[config.mk]
export PLATFORM = sky130hd
export DESIGN_NAME = adc_ad4003_sdo_emu
export DESIGN_NICKNAME = d
export VERILOG_FILES = /design/src/rtl/adc_ad4003_sdo_emu.sv
export SDC_FILE = /design/constraint.sdc
export NUM_CORES = 1
export LEC_CHECK = 0
export BUFFER_PORTS_ARGS = -buffer_cell sky130_fd_sc_hd__clkbuf_2
export CAP_MARGIN = 20
export CORE_AREA = 8 8 119 121
export DETAILED_ROUTE_END_ITERATION = 12
export DIE_AREA = 0 0 127 129
export SYNTH_ARGS = -nofsm -noshare
export SYNTH_HDL_FRONTEND = slang
export SYNTH_SLANG_ARGS = --single-unit
[constraint.sdc]
create_clock -name clk -period 2.2 [get_ports clk]
set_input_delay 0.55 -clock clk [delete_from_list [all_inputs] [get_ports clk]]
set_output_delay 0.55 -clock clk [all_outputs]
set_load 0.005 [all_outputs]
[src/rtl/adc_ad4003_sdo_emu.sv]
// -----------------------------------------------------------------------------
// adc_ad4003_sdo_emu
//
// Transmit-side emulator of the AD4003 serial data output. It stands in for the
// physical converter in loopback/self-test builds so that the SDO reader path
// can be exercised without real silicon.
//
// A sample word is taken from the stimulus source into a one-deep holding
// register. A CNV rising edge moves that word into the shift register and
// starts a modelled conversion time. The word is then shifted out MSB-first,
// one bit per SCK falling edge. If no fresh word is waiting when CNV rises, the
// previously transmitted word is sent again and the underrun flag is raised.
//
// Ports
//   clk           in   system clock; all logic on the rising edge
//   rstn          in   synchronous reset, active low
//   sample_data   in   next sample word to transmit
//   sample_valid  in   sample_data valid
//   sample_ready  out  holding register empty (accept on valid & ready)
//   cnv           in   conversion start, synchronous to clk
//   sck           in   serial clock from the reader, oversampled by clk
//   sdo           out  serial data, MSB first
//   busy          out  high while converting or shifting
//   err_clr       in   clears the sticky flags
//   cnv_err       out  sticky: CNV rising edge while busy
//   underrun      out  sticky: conversion started with holding register empty
// -----------------------------------------------------------------------------
module adc_ad4003_sdo_emu #(
  parameter int ADC_DATA_WIDTH = 18,
  parameter int CONV_CYCLES    = 40,
  parameter int TCQ            = 1
) (
  input  logic                      clk,
  input  logic                      rstn,
  input  logic [ADC_DATA_WIDTH-1:0] sample_data,
  input  logic                      sample_valid,
  output logic                      sample_ready,
  input  logic                      cnv,
  input  logic                      sck,
  output logic                      sdo,
  output logic                      busy,
  input  logic                      err_clr,
  output logic                      cnv_err,
  output logic                      underrun
);

  // Conversion counter is sized for the full legal CONV_CYCLES range (1..1023).
  localparam int CNT_W = 10;
  localparam int BIT_W = $clog2(ADC_DATA_WIDTH);

  localparam logic [CNT_W-1:0] CONV_LOAD = CNT_W'(CONV_CYCLES - 1);
  localparam logic [BIT_W-1:0] BIT_LOAD  = BIT_W'(ADC_DATA_WIDTH - 1);

  // The model is zero-delay; TCQ is kept so existing instantiations that set it
  // still elaborate. A negative value has no meaning and selects nothing.
  generate
    if (TCQ < 0) begin : g_tcq_negative
    end
  endgenerate

  typedef enum logic [1:0] {
    ST_IDLE    = 2'd0,
    ST_CONVERT = 2'd1,
    ST_SHIFT   = 2'd2
  } state_t;

  // Registered state
  state_t                      r_state;
  logic                        r_cnv_q;
  logic                        r_sck_q;
  logic [ADC_DATA_WIDTH-1:0]   r_hold;
  logic                        r_hold_full;
  logic [ADC_DATA_WIDTH-1:0]   r_last;
  logic [ADC_DATA_WIDTH-1:0]   r_shift;
  logic [CNT_W-1:0]            r_conv_cnt;
  logic [BIT_W-1:0]            r_bit_cnt;
  logic                        r_sdo;
  logic                        r_busy;
  logic                        r_cnv_err;
  logic                        r_underrun;

  // Next-state values
  state_t                      w_state_nxt;
  logic [ADC_DATA_WIDTH-1:0]   w_hold_nxt;
  logic                        w_hold_full_nxt;
  logic [ADC_DATA_WIDTH-1:0]   w_last_nxt;
  logic [ADC_DATA_WIDTH-1:0]   w_shift_nxt;
  logic [CNT_W-1:0]            w_conv_cnt_nxt;
  logic [BIT_W-1:0]            w_bit_cnt_nxt;
  logic                        w_sdo_nxt;
  logic                        w_busy_nxt;
  logic                        w_cnv_err_set;
  logic                        w_underrun_set;
  logic                        w_cnv_err_nxt;
  logic                        w_underrun_nxt;

  // Edge detection against the one-cycle-delayed copies
  logic w_cnv_rise;
  logic w_sck_fall;
  logic w_accept;

  assign w_cnv_rise = cnv & ~r_cnv_q;
  assign w_sck_fall = ~sck & r_sck_q;
  assign w_accept   = sample_valid & ~r_hold_full;

  assign sample_ready = ~r_hold_full;
  assign sdo          = r_sdo;
  assign busy         = r_busy;
  assign cnv_err      = r_cnv_err;
  assign underrun     = r_underrun;

  // Next-state, datapath and output decode for the transmit sequencer
  always_comb begin
    w_state_nxt     = r_state;
    w_hold_nxt      = r_hold;
    w_hold_full_nxt = r_hold_full;
    w_last_nxt      = r_last;
    w_shift_nxt     = r_shift;
    w_conv_cnt_nxt  = r_conv_cnt;
    w_bit_cnt_nxt   = r_bit_cnt;
    w_sdo_nxt       = 1'b0;
    w_busy_nxt      = r_busy;
    w_cnv_err_set   = 1'b0;
    w_underrun_set  = 1'b0;

    // A handshake only completes while the holding register is empty, so it
    // can never collide with a CNV draining a full holding register below.
    if (w_accept) begin
      w_hold_nxt      = sample_data;
      w_hold_full_nxt = 1'b1;
    end else begin
      w_hold_nxt      = r_hold;
    end

    case (r_state)
      ST_IDLE: begin
        w_busy_nxt = 1'b0;
        w_sdo_nxt  = 1'b0;
        if (w_cnv_rise) begin
          w_state_nxt    = ST_CONVERT;
          w_busy_nxt     = 1'b1;
          w_conv_cnt_nxt = CONV_LOAD;
          if (r_hold_full) begin
            w_shift_nxt     = r_hold;
            w_last_nxt      = r_hold;
            w_hold_full_nxt = 1'b0;
          end else begin
            // Nothing fresh to send: repeat the previous word. A word accepted
            // in this same cycle stays in holding for the next conversion.
            w_shift_nxt    = r_last;
            w_last_nxt     = r_last;
            w_underrun_set = 1'b1;
          end
        end else begin
          w_state_nxt = ST_IDLE;
        end
      end

      ST_CONVERT: begin
        w_busy_nxt = 1'b1;
        w_sdo_nxt  = 1'b0;
        if (w_cnv_rise) begin
          w_cnv_err_set = 1'b1;
        end else begin
          w_cnv_err_set = 1'b0;
        end
        // SCK is deliberately not looked at here, including on the final
        // cycle: the MSB must be presented before any SCK edge counts.
        if (r_conv_cnt == {CNT_W{1'b0}}) begin
          w_state_nxt   = ST_SHIFT;
          w_sdo_nxt     = r_shift[ADC_DATA_WIDTH-1];
          w_bit_cnt_nxt = BIT_LOAD;
        end else begin
          w_conv_cnt_nxt = r_conv_cnt - CNT_W'(1);
        end
      end

      ST_SHIFT: begin
        w_busy_nxt = 1'b1;
        w_sdo_nxt  = r_sdo;
        if (w_cnv_rise) begin
          w_cnv_err_set = 1'b1;
        end else begin
          w_cnv_err_set = 1'b0;
        end
        if (w_sck_fall) begin
          if (r_bit_cnt == {BIT_W{1'b0}}) begin
            // Falling edge after the LSB closes the frame.
            w_state_nxt = ST_IDLE;
            w_busy_nxt  = 1'b0;
            w_sdo_nxt   = 1'b0;
          end else begin
            w_sdo_nxt     = r_shift[ADC_DATA_WIDTH-2];
            w_shift_nxt   = {r_shift[ADC_DATA_WIDTH-2:0], 1'b0};
            w_bit_cnt_nxt = r_bit_cnt - BIT_W'(1);
          end
        end else begin
          w_sdo_nxt = r_sdo;
        end
      end

      default: begin
        w_state_nxt = ST_IDLE;
        w_busy_nxt  = 1'b0;
        w_sdo_nxt   = 1'b0;
      end
    endcase

    // Sticky flags: a set event in the same cycle as err_clr wins.
    if (w_cnv_err_set) begin
      w_cnv_err_nxt = 1'b1;
    end else if (err_clr) begin
      w_cnv_err_nxt = 1'b0;
    end else begin
      w_cnv_err_nxt = r_cnv_err;
    end

    if (w_underrun_set) begin
      w_underrun_nxt = 1'b1;
    end else if (err_clr) begin
      w_underrun_nxt = 1'b0;
    end else begin
      w_underrun_nxt = r_underrun;
    end
  end

  // Sequencer state register
  always_ff @(posedge clk) begin
    if (!rstn) begin
      r_state <= ST_IDLE;
    end else begin
      r_state <= w_state_nxt;
    end
  end

  // Datapath, edge-detect history, outputs and sticky flags
  always_ff @(posedge clk) begin
    if (!rstn) begin
      r_cnv_q     <= 1'b0;
      r_sck_q     <= 1'b0;
      r_hold      <= {ADC_DATA_WIDTH{1'b0}};
      r_hold_full <= 1'b0;
      r_last      <= {ADC_DATA_WIDTH{1'b0}};
      r_shift     <= {ADC_DATA_WIDTH{1'b0}};
      r_conv_cnt  <= {CNT_W{1'b0}};
      r_bit_cnt   <= {BIT_W{1'b0}};
      r_sdo       <= 1'b0;
      r_busy      <= 1'b0;
      r_cnv_err   <= 1'b0;
      r_underrun  <= 1'b0;
    end else begin
      r_cnv_q     <= cnv;
      r_sck_q     <= sck;
      r_hold      <= w_hold_nxt;
      r_hold_full <= w_hold_full_nxt;
      r_last      <= w_last_nxt;
      r_shift     <= w_shift_nxt;
      r_conv_cnt  <= w_conv_cnt_nxt;
      r_bit_cnt   <= w_bit_cnt_nxt;
      r_sdo       <= w_sdo_nxt;
      r_busy      <= w_busy_nxt;
      r_cnv_err   <= w_cnv_err_nxt;
      r_underrun  <= w_underrun_nxt;
    end
  end

endmodule
==> reports/summary.md <==
The flow ran to the end, and the final reports show no timing, DRC or antenna violations. The number of different library cells used by synthesis comes to 52. Summed over all failing endpoints, the final setup total negative slack is 0 ps. Setup repair after global routing left no endpoint under its margin. The via count of the first global-routing pass was 3237; the number of nets produced by synthesis was 467.

For this run the aggregate overflow at the end of global routing stands at 0. The tools report the clock tree root driver cell as sky130_fd_sc_hd__clkbuf_16. In this run the core area contains 41 standard-cell rows.

The share of the clock period used by the worst path after layout was 0.942; the async set-or-reset flop fraction in the synthesized netlist was 0. Among all flip-flop cells after synthesis, the most frequent one is sky130_fd_sc_hd__dfxtp_1. The fraction of layout instances using a drive strength above 1 was 0.155. The tightest min-delay check is of the in -> reg type. Setup violations remaining at the end of the flow were counted as 0. For this run, design rule violations remaining after detail routing come to 0. The H-tree was split into 3 levels.

In this run the standard cell core region covers 12300 µm². The number of port buffers works out to 28. The logs give 0.293 for the starting density of the core and 29 for the top-level I/O count. The tools report the final count of hold timing violations as 0.

The setup path with the least slack is of type reg -> reg. The post-route worst hold slack is 421 ps, and the count of nets after finishing is 491. Yosys printed 0 warnings.

TritonCTS built the clock tree. The tools report the clock latency at the later pin of the worst-skew pair as 340 ps. On the final layout, the worst clock skew is 6.66 ps. Static timing analysis puts the maximum clock frequency at 483 MHz. The number of antenna violations at the first check in global routing is 0.

The placement-stage worst setup slack is 128 ps. The pin count of the biggest net entering global routing is 62, and the share of the synthesized area in the top cell type is 0.433. The final critical-path setup slack was 128 ps; the sink count of the clock tree was 78. For the maximum ir drop on the vdd rail, the log shows 0.000431 V. The tools report the global-route wire length before repair as 15300 µm.

After detailed routing, the total wire length is 8500 µm. For the total track usage, the log shows 0.114. Relative to the synthesized area, the layout overhead comes to 18.2%. The die is 127 µm wide.

In this run, CTS created clock tree buffers numbering 9. The via count of the routed design is 3168, and the final HPWL from detailed placement is 5970 µm. Using the TritonRoute via totals, the vias-per-cell ratio works out to 5.14.

The logs give 0 for the setup fix buffers added after clock tree synthesis and 3600 µm² for the summed instance area of the synthesized netlist. The average footprint of a synthesized cell works out to 8.24 µm². For this design the ratio of total power to cell area is 887 nW/µm².

Routability-driven placement finished with a final weighted congestion of 0.861. The logs give 2430 ps for the data required time of the worst path and 4260 µm² for the post-layout instance area. The repair_antennas step left the layout with diodes totalling 0.

The tools report the number of slew-limit violations in the final report as 0. Of all cell types, the one taking the most synthesized area is sky130_fd_sc_hd__dfxtp_1. The run gives 0 as the count of antenna-violating nets left after detailed routing. By area the synthesized netlist is led by sky130_fd_sc_hd__dfxtp_1 43%, sky130_fd_sc_hd__nand2_1 7.0%, sky130_fd_sc_hd__a21oi_1 6.4%. In this run the cell area measured after placement is 3950 µm². The total of flip-flops plus latches after synthesis was 78. The peak fanout along the critical path is 8, and the final critical delay including setup and external delays is 2070 ps. The worst relative slew slack is 0.591, and the number of enable flip-flop cells after synthesis is 0.

The gate count after technology mapping is 437, and the transition time at the pin with the least slew margin is 612 ps. No sink is reached through more buffers than the 2 on the longest clock path. The sequential-to-total area share from yosys stat is 0.433, and the post-route core utilization is 0.346.

STA classifies the critical path endpoint as a register. The floorplan step defined a die boundary enclosing 16400 µm². STA classifies the critical path startpoint as a register.

After clock tree synthesis, the clock-pin slew on the worst setup and hold paths is 60 ps. The standby leakage power was 1.56 nW; the number of violations reported at the end of detailed-routing iteration 0 was 249. Max-cap violations in this run came to 0.

The total iterations of the first detailed-routing run was 4. The vertical die dimension came out at 129 µm. For the worst setup path, the data arrival time is 2300 ps. In the final routed layout, each cell accounts on average for 13.8 µm.
==> cell families after synthesis <==
logic type                 after synthesis  synth area share
AOI/OAI and AO/OA                      133             0.229
DFF                                     78             0.433
muxes                                   18            0.0500
and+or+nand+nor                        159             0.221
buffers and inverters                   43            0.0462
adders and majority gates                6            0.0208
==> what timing repair did <==
action	4_1_cts	5_1_grt
hold endpoints to repair	0	0
gates resized for setup	0	2
hold buffers	0	0
setup endpoints to repair	0	1
==> area by class of cell <==
class	instances	area [µm²]
Clock inverter	6	68.8
Sequential cell	78	1560
Tap cell	150	188
Timing Repair Buffer	44	289
Multi-Input combinational cell	316	1880
Fill cell	1279	8050
Clock buffer	10	229
Inverter	12	45.0
==> cell usage in the layout (no fill, tap or decap), types with 7 or more instances in the layout <==
cell type	netlist	final
sky130_fd_sc_hd__nor2_1	31	31
sky130_fd_sc_hd__a211oi_1	20	20
sky130_fd_sc_hd__nand3_1	18	18
sky130_fd_sc_hd__dfxtp_1	78	78
sky130_fd_sc_hd__clkbuf_2	0	28
sky130_fd_sc_hd__buf_4	0	13
sky130_fd_sc_hd__or4_1	7	7
sky130_fd_sc_hd__mux2i_1	18	18
sky130_fd_sc_hd__nand2_1	67	67
sky130_fd_sc_hd__inv_1	11	11
sky130_fd_sc_hd__o21ai_0	42	42
sky130_fd_sc_hd__clkbuf_16	0	9
sky130_fd_sc_hd__a21oi_1	46	46
==> synth_stat cells, drive strengths merged, types with 2 or more instances <==
cell,count
dfxtp,78
nor4b,2
and4,2
clkbuf,26
mux2i,18
ha,6
o22ai,2
a21oi,46
o221a,4
or4,7
nand3b,2
inv,11
nand2,67
or4b,3
a31o,2
nand4b,2
a31oi,2
a211oi,20
or3,2
nor4,4
o31ai,3
nand2b,3
nor2,31
and2,4
o21ai,43
nand3,18
buf,5
nor2b,6
==> critical path, stage by stage, from the launching register on <==
cell and delay [ps]:
sky130_fd_sc_hd__dfxtp_1 330, sky130_fd_sc_hd__inv_1 90, sky130_fd_sc_hd__ha_1 310, sky130_fd_sc_hd__nor2b_1 270, sky130_fd_sc_hd__o2111ai_1 140, sky130_fd_sc_hd__or4b_2 630, sky130_fd_sc_hd__and3_1 200
==> state kept, by name, summed over array words and instances (netlist names) <==
register,flops
r_shift,18
cnv_err,1
r_state,2
busy,1
r_bit_cnt,5
underrun,1
r_sck_q,1
sdo,1
r_cnv_q,1
r_hold,18
r_conv_cnt,10
r_last,18
r_hold_full,1
==> final timing paths <==
| kind | from | endpoint | slack [ps] | cells past startpoint |
|---|---|---|---|---|
| max | r_state[1] | r_conv_cnt[5] | 130 | 6 |
| max reg2reg | r_state[1] | r_conv_cnt[5] | 130 | 6 |
| min reg2reg | r_hold[4] | r_hold[4] | 460 | 2 |
| min | sample_data[9] | r_hold[9] | 420 | 3 |
==> power breakdown <==
| part | internal [mW] | leakage (nW) | total (mW) | switching [mW] |
|---|---|---|---|---|
| combinational | 0.282 | 0.774 | 0.682 | 0.400 |
| sequential | 1.53 | 0.639 | 1.61 | 0.0817 |
| clock | 0.886 | 0.143 | 1.49 | 0.601 |
==> per-stage QoR <==
step	std cells	total power [mW]
after CTS	616	3.82
after global routing	616	3.98
after floorplan	437	2.11
after global placement	600	2.30
after detailed placement	600	2.32
final	616	3.78
==> routing by layer <==
layer / part of all wire / track usage
met1: 0.48 / 0.146
met2: 0.46 / 0.178
met3: 0.040 / 0.0306
met4: 0.018 / 0.0497
met5: 0 / 0
No activity file was read; power rests on OpenSTA's default activity.
